==> src/rtl/apb_master_arbiter.sv <==
// Two-requester APB master: round-robin arbitration in front of a single
// SETUP/ACCESS bus engine with pready timeout and illegal-select rejection.
module apb_master_arbiter #(
  parameter int unsigned ADDR_W  = 5,
  parameter int unsigned DATA_W  = 32,
  parameter int unsigned TIMEOUT = 16
) (
  input  logic                  pclk,
  input  logic                  Reset,
  input  logic [1:0]            req_valid,
  input  logic [1:0]            req_write,
  input  logic [3:0]            req_sel,
  input  logic [2*ADDR_W-1:0]   req_addr,
  input  logic [2*DATA_W-1:0]   req_wdata,
  output logic [1:0]            req_grant,
  output logic [1:0]            req_done,
  output logic [1:0]            req_err,
  output logic [DATA_W-1:0]     rdata,
  output logic [1:0]            psel,
  output logic                  penable,
  output logic                  pwrite,
  output logic [ADDR_W-1:0]     paddr,
  output logic [DATA_W-1:0]     pwdata,
  input  logic [DATA_W-1:0]     prdata,
  input  logic                  pready
);

  localparam int unsigned CNT_W = (TIMEOUT > 2) ? $clog2(TIMEOUT) : 1;
  localparam logic [CNT_W-1:0] CNT_MAX = CNT_W'(TIMEOUT - 1);

  typedef enum logic [1:0] {
    IDLE   = 2'd0,
    SETUP  = 2'd1,
    ACCESS = 2'd2
  } state_e;

  state_e              state_q, state_d;
  logic                last_q, last_d;
  logic                idx_q, idx_d;
  logic                legal_q, legal_d;
  logic [CNT_W-1:0]    cnt_q, cnt_d;
  logic [1:0]          grant_q, grant_d;
  logic [1:0]          done_q, done_d;
  logic [1:0]          err_q, err_d;
  logic [DATA_W-1:0]   rdata_q, rdata_d;
  logic [1:0]          psel_q, psel_d;
  logic                penable_q, penable_d;
  logic                pwrite_q, pwrite_d;
  logic [ADDR_W-1:0]   paddr_q, paddr_d;
  logic [DATA_W-1:0]   pwdata_q, pwdata_d;

  logic                win_c;
  logic [1:0]          win_sel_c;
  logic                timeout_c;

  // Round-robin pick: on contention the requester not granted last wins.
  always_comb begin
    if (req_valid == 2'b11) begin
      win_c = ~last_q;
    end else begin
      win_c = req_valid[1];
    end
    win_sel_c = win_c ? req_sel[3:2] : req_sel[1:0];
  end

  assign timeout_c = (cnt_q == CNT_MAX);

  // State register
  always_ff @(posedge pclk) begin
    if (Reset) begin
      state_q <= IDLE;
    end else begin
      state_q <= state_d;
    end
  end

  // Next-state logic
  always_comb begin
    state_d = state_q;
    case (state_q)
      IDLE:    if (req_valid != 2'b00) state_d = SETUP;
      SETUP:   state_d = legal_q ? ACCESS : IDLE;
      ACCESS:  if (pready || timeout_c) state_d = IDLE;
      default: state_d = IDLE;
    endcase
  end

  // Output / datapath next values; pulses default low, everything else holds.
  always_comb begin
    last_d    = last_q;
    idx_d     = idx_q;
    legal_d   = legal_q;
    cnt_d     = cnt_q;
    grant_d   = 2'b00;
    done_d    = 2'b00;
    err_d     = 2'b00;
    rdata_d   = rdata_q;
    psel_d    = psel_q;
    penable_d = penable_q;
    pwrite_d  = pwrite_q;
    paddr_d   = paddr_q;
    pwdata_d  = pwdata_q;
    case (state_q)
      IDLE: begin
        if (req_valid != 2'b00) begin
          grant_d[win_c] = 1'b1;
          last_d         = win_c;
          idx_d          = win_c;
          legal_d        = (win_sel_c == 2'b01) || (win_sel_c == 2'b10);
          psel_d         = legal_d ? win_sel_c : 2'b00;
          penable_d      = 1'b0;
          pwrite_d       = req_write[win_c];
          paddr_d        = win_c ? req_addr[2*ADDR_W-1:ADDR_W] : req_addr[ADDR_W-1:0];
          pwdata_d       = win_c ? req_wdata[2*DATA_W-1:DATA_W] : req_wdata[DATA_W-1:0];
          cnt_d          = '0;
        end
      end
      SETUP: begin
        cnt_d = '0;
        if (!legal_q) begin
          done_d[idx_q] = 1'b1;
          err_d[idx_q]  = 1'b1;
        end else begin
          penable_d = 1'b1;
        end
      end
      ACCESS: begin
        // pready on the final counted cycle still wins over the timeout.
        if (pready) begin
          done_d[idx_q] = 1'b1;
          psel_d        = 2'b00;
          penable_d     = 1'b0;
          if (!pwrite_q) rdata_d = prdata;
        end else if (timeout_c) begin
          done_d[idx_q] = 1'b1;
          err_d[idx_q]  = 1'b1;
          psel_d        = 2'b00;
          penable_d     = 1'b0;
        end else begin
          cnt_d = cnt_q + CNT_W'(1);
        end
      end
      default: begin
        psel_d    = 2'b00;
        penable_d = 1'b0;
      end
    endcase
  end

  // Datapath and output registers
  always_ff @(posedge pclk) begin
    if (Reset) begin
      last_q    <= 1'b1;
      idx_q     <= 1'b0;
      legal_q   <= 1'b0;
      cnt_q     <= '0;
      grant_q   <= 2'b00;
      done_q    <= 2'b00;
      err_q     <= 2'b00;
      rdata_q   <= '0;
      psel_q    <= 2'b00;
      penable_q <= 1'b0;
      pwrite_q  <= 1'b0;
      paddr_q   <= '0;
      pwdata_q  <= '0;
    end else begin
      last_q    <= last_d;
      idx_q     <= idx_d;
      legal_q   <= legal_d;
      cnt_q     <= cnt_d;
      grant_q   <= grant_d;
      done_q    <= done_d;
      err_q     <= err_d;
      rdata_q   <= rdata_d;
      psel_q    <= psel_d;
      penable_q <= penable_d;
      pwrite_q  <= pwrite_d;
      paddr_q   <= paddr_d;
      pwdata_q  <= pwdata_d;
    end
  end

  assign req_grant = grant_q;
  assign req_done  = done_q;
  assign req_err   = err_q;
  assign rdata     = rdata_q;
  assign psel      = psel_q;
  assign penable   = penable_q;
  assign pwrite    = pwrite_q;
  assign paddr     = paddr_q;
  assign pwdata    = pwdata_q;

endmodule

==> config.mk <==
export PLATFORM = sky130hd
export DESIGN_NAME = apb_master_arbiter
export DESIGN_NICKNAME = d
export VERILOG_FILES = /design/src/rtl/apb_master_arbiter.sv
export SDC_FILE = /design/constraint.sdc
export NUM_CORES = 1
export LEC_CHECK = 0
export ABC_AREA = 1
export CORE_MARGIN = 3
export CORE_UTILIZATION = 39
export DETAILED_ROUTE_END_ITERATION = 7
export GPL_ROUTABILITY_DRIVEN = 0
export PLACE_DENSITY = 0.77
export REMOVE_ABC_BUFFERS = 1
export SLEW_MARGIN = 20
export SYNTH_ARGS = -nofsm -noshare
export SYNTH_HDL_FRONTEND = slang
export SYNTH_SLANG_ARGS = --single-unit
==> constraint.sdc <==
create_clock -name pclk -period 1.8 [get_ports pclk]
set_clock_uncertainty 0.15 [all_clocks]
set_input_delay 0.18 -clock pclk [delete_from_list [all_inputs] [get_ports pclk]]
set_output_delay 0.18 -clock pclk [all_outputs]
set_load 0.05 [all_outputs]
Yosys cells after proc, flatten, opt, wreduce, memory -nomap -nowiden
Index checks and enable logic that the tools add are counted.

Add/sub/neg operators: 1. $mul: 0. Div/mod/pow operators: 0. Order comparisons: 4. Equality and inequality tests: 12. Shift operators: 0. Multiplexer cells: 34. Bitwise logic cells: 5. Reductions and logical operators: 14.

Operator list (number): $mux W32 (1); $mux W2 (12); $mux W4 (3); $pmux W2 S3 (2); $pmux W4 S3 (1); $ne A2 B2 Y1 const B (5); $mux W1 (9); $reduce_and A3 Y1 (3); $pmux W2 S2 (2); $eq A2 B2 Y1 const B (3); $mux W5 (1); $not A1 Y1 (5); $add A4 B1 Y4 const B (1); $eq A2 B1 Y1 const B (2); $eq A4 B4 Y1 const B (1); $lt A1 B2 Y1 const B (2); $reduce_and A2 Y1 (2); $reduce_and A4 Y1 (1); $ne A3 B3 Y1 const B (1); $pmux W1 S3 (1); $reduce_bool A3 Y1 (1); $reduce_or A3 Y1 (1); $demux W1 S1 (2); $ge A1 B1 Y1 const B (2); 4 further kinds (6).

Register bits after elaboration: 88. Bits in latches: 0. Bits in writable memories: 0. ROM bits: 0. Output and inout bits: 79. Memories kept: 0.

Longest topological paths before layout
Gate-level depths: netlist (run 1).

Depth after elaboration: 8. Mapped depth: 10.

Worst setup path before layout (run 1)
Ideal clock, no wire load.

Path type: flip-flop to flip-flop. From: register last_q. To: register psel_q[1] (netlist: psel[1]). Setup time: 70 ps. Data arrival time: 1308 ps. Required time: 1580 ps. Setup slack: 273 ps. Cell stages (with the launch flop): 10. Path buffers: 0. Cells stage by stage: dfxtp_1 > nand2_1 > nand2_2 > inv_2 > or2_2 > o21ai_1 > ha_1 > nand2_1 > nand3b_1 > a21oi_1.

Longest elaborated chain between the ends: 8.

RTL lines: start, declared (RTL line 38) `logic last_q, last_d;`; start signal, assigned (RTL line 167) `last_q <= last_d;`; $not A1 Y1 (*) (RTL line 59) `win_c = ~last_q;`; $mux W1 (*) (RTL line 58) `if (req_valid == 2'b11) begin`; $mux W2 (*) (RTL line 63) `win_sel_c = win_c ? req_sel[3:2] : req_sel[1:0];`; $eq A2 B1 Y1 or $eq A2 B2 Y1 (tied branches) (RTL line 109) `legal_d = (win_sel_c == 2'b01) || (win_sel_c == 2'b10);`; $logic_or A1 B1 Y1 (RTL line 109); $mux W2 (*) (RTL line 110) `psel_d = legal_d ? win_sel_c : 2'b00;`; $mux W2 (*) (RTL line 105) `if (req_valid != 2'b00) begin`; $pmux W2 S3 (*) (RTL line 103) `case (state_q)`; end signal, assigned (RTL line 175) `psel_q <= psel_d;`; end, declared (RTL line 46) `logic [1:0] psel_q, psel_d;`.

Mark *: on every way between the ends. The rest lies on a longest branch, timed or not. The select of a mux whose other input is x is not followed. A chain may end at the register's enable or synchronous reset.

Worst setup path in the final report (run 1)
Same ends and word-level chain as after synthesis.

==> key figures, run 1 <==
Route
  • Post-DR vias/cell: 4.82
  • Drt total wl: around 11 mm
  • DRC errors left: 0
  • Remaining antenna violation count after routing: 0
  • WL per Instance: between 10 and 15 um
  • Initial DRC count: 123
  • Pre-antenna DRT Iters: 5
  • Routed via count: 3,912

Logic synthesis
  • Yosys top cell area share: approximately 50%
  • Post-synth cell types: 22
  • Commonest cells in the netlist: nor2_1, nand2_1, dfxtp_1
  • Flops & latches, synth: ~90
  • Top_reg_cell synth: dfxtp_1
  • Post-synth ARST share: 0%
  • Mean post-synth cell area: 7.16 um2
  • Post-synth top area cell: dfxtp_1
  • Sequential-to-total area share from yosys stat: 48.6%
  • Synth warn: 0
  • Area contributors post-synth: dfxtp_1, nor2_1, nand2_1
  • Post-synth EDFFs: 0
  • Mapped cell area: 0.00362 mm2
  • Count leader, synth: nor2_1
  • Post-Synthesis Cells: 506

Clocking
  • Clk Latency, worst-skew pair: 0.34 ns
  • CTS buffer count: 9
  • Setup bufs post-CTS: 0
  • # H-tree levels: 3
  • Clock sink total: 88
  • CTS Hold Bufs: 0
  • CTS max path bufs: 2
  • Clk slew on worst S/H paths: 0.09 ns
  • Root Buffer: clkbuf_8
  • CTS tree: built

Global route
  • Met2 Resource Use GR: between 30% and 40%
  • GR Overflow Total: 0
  • Vias in the first global route: 3,675
  • Largest net degree at the start of global routing: 80
  • First-pass GRT wire length: 16.5 mm
  • Tot GR Track Use: 19.4%
  • M1 GR Usage: a little under a quarter
  • Initial antenna violation count: 0
  • Met3 Use GR: 6.76%
  • Gr busiest metal: met2

Hold path
  • Worst min-delay path category: in2reg

Place
  • DPL Wire Length: 7.90 mm
  • Pre-CTS setup slack: -0.172 ns
  • Placed insts: 795
  • Port bufs: approximately 200

Power and ir drop
  • Int Pwr: 3.32 mW
  • Pleak: 2.68 nW
  • Psw: 1.65 mW
  • Pwr dens: ~860 mW/mm2
  • Flop pwr share: 43.4%
  • Logic pwr share: 29.2%
  • Switching Share: 33.2%
  • Max VDD drop: 0.508 mV
  • Clk pwr share: 27.4%

Run
  • Maximum Capacitance Violations: 0

Floorplanning
  • Starting Density: 40.7%
  • Die Area: between 0.01 and 0.015 mm2
  • Die Height: 102 um
  • DIE WIDTH: 102 um
  • Placeable Area: 0.00889 mm2
  • Top Ports: 196
  • Num rows: 34

Layout
  • Share of cells above drive strength 1: 14.8%
  • Layout net count: 821
  • N_diodes: 0
  • Util after Layout: 65.0%
  • Area of the multi-input gates: around 0.0017 mm2
  • Layout fillers: between 700 and 800
  • Register area: 0.00176 mm2
  • Non-filler instance count after layout: roughly 810
  • Area Growth Syn to Fin: 59.6%

Critical path
  • Worst EP required: 1.93 ns
  • Startpoint Class: register
  • Setup CP Type: reg2reg
  • CP max FO: 4
  • Arrival time at the worst endpoint: 1.81 ns
  • CP endpoint kind: register

Timing
  • Final-report hold violation count: 0
  • Endpoints failing setup: 0
  • Fin crit period: 1.68 ns
  • Worst setup margin: 0.122 ns
  • Max Slew Vio Count: 0
  • Slew headroom: 66.2%
  • Worst Tran Pin Value: about 0.51 ns
  • Fmax: 0.596 GHz
  • Unrepaired setup endpoints after global routing: no
  • Final Cycle Share: around 93%

Run status
  • Run status: complete, no violations
-- flip-flops by register name (all words and copies together), names as in the netlist --
register / cells
idx_q: 1
rdata: 32
state_q: 2
legal_q: 1
req_grant: 2
paddr: 5
req_done: 2
cnt_q: 4
penable: 1
req_err: 2
pwrite: 1
last_q: 1
pwdata: 32
psel: 2
-- area by class of cell --
cell class / instances / area share (%)
inverters: 17 / 1.10
clock buffers: 10 / 2.21
flip-flops and latches: 88 / 30.5
repair buffers: 212 / 34.1
clock inverters: 6 / 1.19
well taps: 108 / 2.34
multi-input cells: 370 / 28.6
-- power groups by stage --
| stage | Sequential [mW] | Clock (mW) | Combinational [mW] |
|---|---|---|---|
| global placement | 2.20 | 0 | 1.45 |
| floorplan | 2.63 | 0 | 0.392 |
| detailed placement | 2.20 | 0 | 1.47 |
| CTS | 2.16 | 1.41 | 1.46 |
| finish | 2.16 | 1.36 | 1.45 |
| global route | 2.18 | 1.50 | 1.56 |
-- placed cells by master, fill, tap and decap left out, types with 2 or more instances in the layout --
cell	n
dfxtp_1	88
nand3_1	8
nand2_2	4
a21oi_1	50
o21ai_1	5
clkbuf_8	9
nor3_1	4
clkinv_4	2
o21ai_0	70
nand2_1	103
nor2_1	113
inv_2	4
dlygate4sd2_1	20
buf_12	5
buf_4	70
ha_1	5
inv_1	13
clkdlybuf4s50_1	116
-- worst max-delay path: stages (launching register included) --
cell and delay, ns:
dfxtp_1 0.37, nand2_1 0.07, nand2_2 0.07, inv_2 0.05, or2_2 0.26, o21ai_1 0.13, ha_1 0.19, nand2_1 0.05
nand3b_1 0.15, a21oi_1 0.13
-- per-stage QoR --
| step | TNS, ns | area [um2] | hold slack (ns) | power [mW] |
|---|---|---|---|---|
| floorplan | -6.06 | 3470 | 0.0991 | 3.02 |
| global placement | -0.191 | 5600 | 0.304 | 3.65 |
| detailed placement | -0.396 | 5600 | 0.306 | 3.68 |
| CTS | 0 | 5780 | 0.244 | 5.04 |
| global route | 0 | 5780 | 0.256 | 5.24 |
| finish | 0 | 5780 | 0.265 | 4.98 |
-- logic make-up (layout without fill, tap and decap cells) --
kind of cell,after synthesis,count (layout),synth area share [%]
AO/OA/AOI/OAI,126,126,17.5
adder cells (fa/ha/maj),6,6,2.07
buffers and inverters,48,245,5.84
flip-flops,88,88,48.6
AND/OR/NAND/NOR,238,238,25.9
-- worst paths after layout --
kind,startpoint,endpoint,cells past startpoint,slack (ns)
worst max-delay path,last_q,psel[1],9,0.12
worst min-delay path,prdata[30],rdata[30],3,0.26
worst max register to register,last_q,psel[1],9,0.12
worst min register to register,idx_q,idx_q,2,0.32
-- layer usage --
metal  wire (um)  part of all wire [%]
met2        5010                    47
met3         994                   9.3
met1        4450                    42
met5           0                     0
met4         191                   1.8
-- timing repair --
| item | CTS | global route |
|---|---|---|
| gates resized for setup | 20 | 2 |
| setup endpoints to repair | 20 | 22 |
| gates cloned | 0 | 0 |
(Power assumes the default switching activity.)
==> run 2: changes to the inputs <==
- CORE_UTILIZATION: 39 -> 35
- PLACE_DENSITY: 0.77 -> 0.73
- TNS_END_PERCENT: default -> 10
- clock period: 1.8 -> 1.4 ns (I/O delays scaled with it)
==> run 2 against run 1 <==
Net effect: via count up 3.9%; routed wire length grew 16%; utilization increased by 7.2 points; clock-buffer cell count stayed put; highest routed layer unchanged; global-route usage up 0.11 points; sequential power is 33% higher; first-iteration DRC count up 48%; register-to-register slack got worse by 0.30 ns; largest power group unchanged; the run now ends with setup timing left; cell count is 4.6% higher; clock power grew 45%; hold slack worse by 0.043 ns.
==> key figures, run 2 (synthesis results as in run 1) <==
Layout
  • Register area: 0.00177 mm2 (was 0.00176 mm2)
  • Layout fillers: 759 (was 763)
  • Commonest non-fill, non-tap cell in the layout: clkdlybuf4s50_1 (unchanged)
  • Share of cells above drive strength 1: 24.8% (was 14.8%)
  • N_diodes: 0 (unchanged)
  • Most frequent cells in the layout: clkdlybuf4s50_1, nand2_1, nor2_1, buf_12, dfxtp_1 (was clkdlybuf4s50_1, nor2_1, nand2_1, dfxtp_1)
  • Area Growth Syn to Fin: 97.5% (was 59.6%)
  • Area of the multi-input gates: 0.00181 mm2 (was 0.00165 mm2)
  • Layout net count: 833 (was 821)

Power and ir drop
  • Int Pwr: 4.99 mW (was 3.32 mW)
  • Flop pwr share: 39.3% (was 43.4%)
  • Power Total: 7.30 mW (was 4.98 mW)
  • Pleak: 2.99 nW (was 2.68 nW)
  • Max VDD drop: 0.604 mV (was 0.508 mV)
  • Pwr dens: 1020 mW/mm2 (was 861 mW/mm2)
  • Switching Share: 31.7% (was 33.2%)
  • Logic pwr share: 33.6% (was 29.2%)
  • Psw: 2.32 mW (was 1.65 mW)
  • Clk pwr share: 27.0% (was 27.4%)

Run status
  • Run status: finished with violations (was complete, no violations)
  • Failing checks: setup timing

Critical path
  • Buf+Inv Stages, Crit Path: 3 (was 1)
  • Path depth of the worst reg2reg path: 8 (was 9)
  • Slowest-stage cell, CP: dfxtp_4 (was dfxtp_1)
  • CP max FO: 7 (was 4)
  • Arrival time at the worst endpoint: 1.65 ns (was 1.81 ns)
  • Reg-to-reg endpoint: pwdata[23] (was psel[1])
  • CP top delay family: buffers and inverters (was simple AND/OR/NAND/NOR gates)
  • Reg2reg start: state_q[1] (was last_q)
  • CP endpoint kind: register (unchanged)
  • Critical Path Max Stage Delay: 0.37 ns (about the same)
  • CP Cell Sequence: inv_4 -> ha_4 -> o21ai_2 -> inv_4 -> clkbuf_16 -> nand2_1 -> a21oi_1 -> nor2_1 (was nand2_1 -> nand2_2 -> inv_2 -> or2_2 -> o21ai_1 -> ha_1 -> nand2_1 -> nand3b_1 -> a21oi_1)
  • Setup CP Type: reg2reg (unchanged)
  • Startpoint Class: register (unchanged)
  • R2R Setup Slk: -0.18 ns (was 0.12 ns)
  • Worst EP required: 1.48 ns (was 1.93 ns)
  • CP most frequent cell: inv_4 (was nand2_1)

Clocking
  • Clock sink total: 88 (unchanged)
  • Clk Latency, worst-skew pair: 0.34 ns (about the same)
  • CTS buffer count: 9 (unchanged)
  • Root Buffer: clkbuf_8 (unchanged)
  • # H-tree levels: 3 (unchanged)
  • CTS max path bufs: 2 (unchanged)
  • CTS tree: built (unchanged)
  • Clk slew on worst S/H paths: 0.09 ns (about the same)

Timing
  • Final Cycle Share: 113% (was 93.2%)
  • Fin crit period: 1.58 ns (was 1.68 ns)
  • Endpoints failing setup: 79 (was 0)
  • Fmax: 0.635 GHz (was 0.596 GHz)
  • Slew headroom: 72.9% (was 66.2%)
  • Unrepaired setup endpoints after global routing: yes (was no)
  • Final-report hold violation count: 0 (unchanged)
  • Max Slew Vio Count: 0 (unchanged)
  • Worst setup margin: -0.175 ns (was 0.122 ns)
  • Worst Tran Pin Value: 0.406 ns (was 0.509 ns)
  • Final worst hold slack: 0.222 ns (was 0.265 ns)

Route
  • WL per Instance: 14.5 um (was 13.1 um)
  • Routed via count: 4,065 (was 3,912)
  • Initial DRC count: 182 (was 123)
  • Drt total wl: 12.3 mm (was 10.6 mm)
  • DRC errors left: 0 (unchanged)
  • Remaining antenna violation count after routing: 0 (unchanged)
  • Pre-antenna DRT Iters: 4 (was 5)
  • Post-DR vias/cell: 4.79 (was 4.82)

Floorplanning
  • Die Height: 108 um (was 102 um)
  • Die Area: 0.0116 mm2 (was 0.0105 mm2)
  • Top Ports: 196 (unchanged)
  • DIE WIDTH: 108 um (was 102 um)
  • Starting Density: 36.6% (was 40.7%)
  • Num rows: 36 (was 34)
  • Placeable Area: 0.00991 mm2 (was 0.00889 mm2)

Global route
  • First-pass GRT wire length: 18.3 mm (was 16.5 mm)
  • Vias in the first global route: 3,921 (was 3,675)
  • GR Overflow Total: 0 (unchanged)
  • Largest net degree at the start of global routing: 41 (was 80)
  • Tot GR Track Use: 19.5% (was 19.4%)
  • Initial antenna violation count: 0 (unchanged)

Hold path
  • Worst min-delay path category: in2reg (unchanged)
  • Hold Path End: rdata[20] (was rdata[30])
  • Hold depth: 3 (unchanged)
  • Hold Path Origin: prdata[20] (was prdata[30])

Place
  • Port bufs: 195 (unchanged)
  • DPL Wire Length: 9.08 mm (was 7.90 mm)

Run
  • Maximum Capacitance Violations: 0 (unchanged)
[run 2: cell types whose count changed in the layout (fill, tap and decap cells not counted), moves of 10 or more]
cell           previous run  this run
buf_12                    5        85
nor2_2                    1        15
o21ai_0                  70        57
buf_4                    70        16
o21ai_1                   5        15
dlygate4sd2_1            20         0
nor2_1                  113        98
[run 2: per-stage QoR]
stage / utilization [%] / cell area (um2) / setup TNS (ns) / setup WS [ns] / cells
floorplan: - / 3470 / -36.62 / -0.855 / 475
global placement: 66.9 / 6630 / -17.88 / -0.452 / 827
detailed placement: 66.9 / 6630 / -20.92 / -0.567 / 827
CTS: 70.0 / 6940 / -8.66 / -0.167 / 845
global route: 72.2 / 7150 / -10.88 / -0.255 / 848
finish: 72.2 / 7150 / -5.34 / -0.175 / 848
[run 2: final cells by class]
type | instances | share of cell area [%]
timing repair buffer | 224 | 43.4
multi-input combinational | 370 | 25.3
inverter | 17 | 1.07
tap | 133 | 2.33
clock buffer | 10 | 1.92
sequential | 88 | 24.7
clock inverter | 6 | 1.26
[run 2: timing repair]
item / in CTS / in global routing
pin swaps: 5 / 11
buffers inserted: 1 / 1
gates resized for setup: 24 / 54
hold buffers: 0 / 0
setup endpoints to repair: 84 / 87
cloned: 1 / 2
[run 2: worst max-delay path by stage]
| stage | from | end | slack [ns] | cells past startpoint |
|---|---|---|---|---|
| CTS | last_q | psel[1] | -0.17 | 9 |
| floorplan | last_q | psel[1] | -0.86 | 9 |
| global placement | req_valid[0] | psel[1] | -0.45 | 10 |
| finish | state_q[1] | pwdata[23] | -0.18 | 8 |
| detailed placement | req_valid[0] | psel[1] | -0.57 | 10 |
| global route | state_q[1] | pwdata[23] | -0.25 | 8 |
[run 2: layer usage]
layer  track usage (%)  share of wire [%]  routed length [um]
met1              20.5                 38                4670
met2              36.5                 51                6340
met3              6.72                9.2                1140
met4              5.77                1.4                 177
met5                 0                  0                   0
[run 2: worst min-delay path, cell delays in order]
cell and delay, ns:
clkdlybuf4s50_1 0.39, nor2_1 0.10, nor2_1 0.05
[run 2: power groups by stage]
stage                     clock (mW)  combinational, mW  sequential, mW
after floorplan                    0              0.503            3.38
after global placement             0               2.24            2.91
after detailed placement           0               2.29            2.93
after CTS                       2.03               2.35            2.87
after global routing            2.13               2.61            2.90
final                           1.97               2.46            2.87
==> run 3: changes to the inputs <==
- CORE_UTILIZATION: 35 -> 39
- PLACE_DENSITY: 0.73 -> 0.77
- clock period: 1.4 -> 1.57 ns (I/O delays scaled with it)
==> run 3 against run 2 <==
Net effect: the run now ends clean; routed wire length rose by 2.8%; worst setup slack improved by 0.18 ns; utilization fell by 1.8 points; maximum frequency rose by 0.61%; non-clock buffer count rose by 11; critical path depth did not move; sequential power fell by 13%.
==> key figures, run 3 (synthesis results as in run 1) <==
Floorplanning
  • Placeable Area: 0.00889 mm2 (was 0.00991 mm2)
  • Num rows: 34 (was 36)
  • DIE WIDTH: 102 um (was 108 um)
  • Top Ports: 196 (unchanged)
  • Die Area: 0.0105 mm2 (was 0.0116 mm2)
  • Die Height: 102 um (was 108 um)
  • Starting Density: 40.7% (was 36.6%)

Clocking
  • Clock sink total: 88 (unchanged)
  • CTS buffer count: 9 (unchanged)
  • CTS tree: built (unchanged)
  • Clk Latency, worst-skew pair: 0.35 ns (was 0.34 ns)
  • Clk slew on worst S/H paths: 0.09 ns (about the same)
  • Root Buffer: clkbuf_8 (unchanged)
  • # H-tree levels: 3 (unchanged)
  • CTS Hold Bufs: 0 (unchanged)
  • CTS max path bufs: 2 (unchanged)

Critical path
  • Reg2reg start: state_q[1] (unchanged)
  • Startpoint Class: register (unchanged)
  • Worst EP required: 1.68 ns (was 1.48 ns)
  • Slowest-stage cell, CP: dfxtp_4 (unchanged)
  • Path depth of the worst reg2reg path: 8 (unchanged)
  • Critical Path Max Stage Delay: 0.37 ns (about the same)
  • CP Cell Sequence: inv_2 -> ha_4 -> o21ai_4 -> inv_4 -> clkbuf_16 -> nand2_1 -> a21oi_1 -> nor2_1 (was inv_4 -> ha_4 -> o21ai_2 -> inv_4 -> clkbuf_16 -> nand2_1 -> a21oi_1 -> nor2_1)
  • CP endpoint kind: register (unchanged)
  • Setup CP Type: reg2reg (unchanged)
  • CP max FO: 9 (was 7)
  • Setup crit end: pwdata[17] (was pwdata[23])
  • Reg-to-reg endpoint: pwdata[17] (was pwdata[23])
  • R2R Setup Slk: 0.005 ns (was -0.18 ns)
  • Arrival time at the worst endpoint: 1.67 ns (was 1.65 ns)
  • Crit path from: state_q[1] (unchanged)

Timing
  • Unrepaired setup endpoints after global routing: yes (unchanged)
  • Worst setup margin: 0.00457 ns (was -0.175 ns)
  • Worst Tran Pin Value: 0.436 ns (was 0.406 ns)
  • Slew headroom: 71.0% (was 72.9%)
  • Fmax: 0.639 GHz (was 0.635 GHz)
  • Fin crit period: 1.57 ns (was 1.58 ns)
  • Setup TNS: 0 ns (was -5.34 ns)
  • Endpoints failing setup: 0 (was 79)
  • Max Slew Vio Count: 0 (unchanged)
  • Final Cycle Share: 99.7% (was 113%)
  • Final-report hold violation count: 0 (unchanged)

Power and ir drop
  • Pleak: 2.84 nW (was 2.99 nW)
  • Pwr dens: 998 mW/mm2 (was 1020 mW/mm2)
  • Max VDD drop: 0.498 mV (was 0.604 mV)

Place
  • Pre-CTS setup slack: -0.379 ns (was -0.567 ns)
  • Port bufs: 195 (unchanged)
  • DPL Wire Length: 8.23 mm (was 9.08 mm)
  • Placed insts: 801 (was 827)
  • Placed cell areas: 0.00562 mm2 (was 0.00663 mm2)

Global route
  • Largest net degree at the start of global routing: 46 (was 41)
  • Initial antenna violation count: 0 (unchanged)
  • Tot GR Track Use: 20.4% (was 19.5%)
  • GR Overflow Total: 0 (unchanged)
  • Vias in the first global route: 3,773 (was 3,921)
  • First-pass GRT wire length: 17.0 mm (was 18.3 mm)

Route
  • Routed via count: 4,146 (was 4,065)
  • DRC errors left: 0 (unchanged)
  • Initial DRC count: 122 (was 182)
  • Drt total wl: 12.7 mm (was 12.3 mm)
  • Post-DR vias/cell: 4.96 (was 4.79)
  • Remaining antenna violation count after routing: 0 (unchanged)
  • WL per Instance: 15.2 um (was 14.5 um)
  • Pre-antenna DRT Iters: 4 (unchanged)

Hold path
  • Worst min-delay path category: in2reg (unchanged)

Layout
  • Layout fillers: 726 (was 759)
  • Share of cells above drive strength 1: 23.4% (was 24.8%)
  • Layout net count: 846 (was 833)
  • Register area: 0.00177 mm2 (about the same)
  • Area of the multi-input gates: 0.00176 mm2 (was 0.00181 mm2)
  • Commonest non-fill, non-tap cell in the layout: clkdlybuf4s50_1 (unchanged)
  • Most frequent cells in the layout: clkdlybuf4s50_1, nor2_1, nand2_1, buf_4, dfxtp_1 (was clkdlybuf4s50_1, nand2_1, nor2_1, buf_12, dfxtp_1)
  • Area Growth Syn to Fin: 72.7% (was 97.5%)
  • Finished Cell Area: 0.00626 mm2 (was 0.00715 mm2)
  • Non-filler instance count after layout: 836 (was 848)
  • N_diodes: 0 (unchanged)
  • Util after Layout: 70.4% (was 72.2%)

Run
  • Maximum Capacitance Violations: 0 (unchanged)

Run status
  • Run status: complete, no violations (was finished with violations)
## run 3: cell count changes in the layout (fill, tap and decap cells not counted), moves of 5 or more
cell | before | now
clkbuf_16 | 2 | 7
buf_4 | 16 | 99
nor2_2 | 15 | 0
o21ai_0 | 57 | 42
nor2_1 | 98 | 113
buf_12 | 85 | 7
o21ai_1 | 15 | 26
## run 3: per-layer routing
metal / GRT usage (%) / up-vias / part of all wire [%]
li1: - / 2067 / -
met1: 23.0 / 1882 / 38
met2: 35.0 / 173 / 50
met3: 7.85 / 24 / 8.8
met4: 7.87 / 0 / 2.5
met5: 0 / - / 0
## run 3: layout make-up
cell class | instances | share of cell area, %
flip-flops and latches | 88 | 28.2
clock inverters | 6 | 1.46
repair inverters | 2 | 0.200
clock buffers | 10 | 2.04
multi-input cells | 370 | 28.2
inverters | 17 | 1.10
repair buffers | 235 | 36.6
well taps | 108 | 2.16
## run 3: worst max-delay path, delay by kind of cell, from the launching register on
kind	cells	cell delay [ns]
flops	1	0.37
simple gates	2	0.10
fa+ha+maj	1	0.18
buf+inv	3	0.42
compound gates	2	0.25
## run 3: worst min path at each step
stage	startpoint	end	slack, ns	cells past startpoint
final	prdata[0]	rdata[0]	0.23	3
after global placement	psel[1]	psel[1]	0.30	2
after CTS	prdata[0]	rdata[0]	0.21	3
after global routing	prdata[18]	rdata[18]	0.22	3
after detailed placement	psel[1]	psel[1]	0.31	2
after floorplan	Reset	idx_q	0.08	1
## run 3: repair_timing
item | CTS | global route
pin swaps | 1 | 6
setup buffers | 0 | 5
cloned | 0 | 14
resized for setup | 4 | 61
setup endpoints to repair | 38 | 79
## run 3: through the flow
step	hold WS [ns]	power, mW
after global placement	0.299	4.20
final	0.231	6.24
after detailed placement	0.313	4.23
after CTS	0.213	5.99
after floorplan	0.0761	3.46
after global routing	0.224	6.54
## run 3: power by group
| part | leakage (nW) | switching [mW] | internal [mW] |
|---|---|---|---|
| Combinational | 2.01 | 1.13 | 0.870 |
| Sequential | 0.722 | 0.0995 | 2.39 |
| Clock | 0.111 | 0.839 | 0.910 |
| Total | 2.84 | 2.07 | 4.17 |
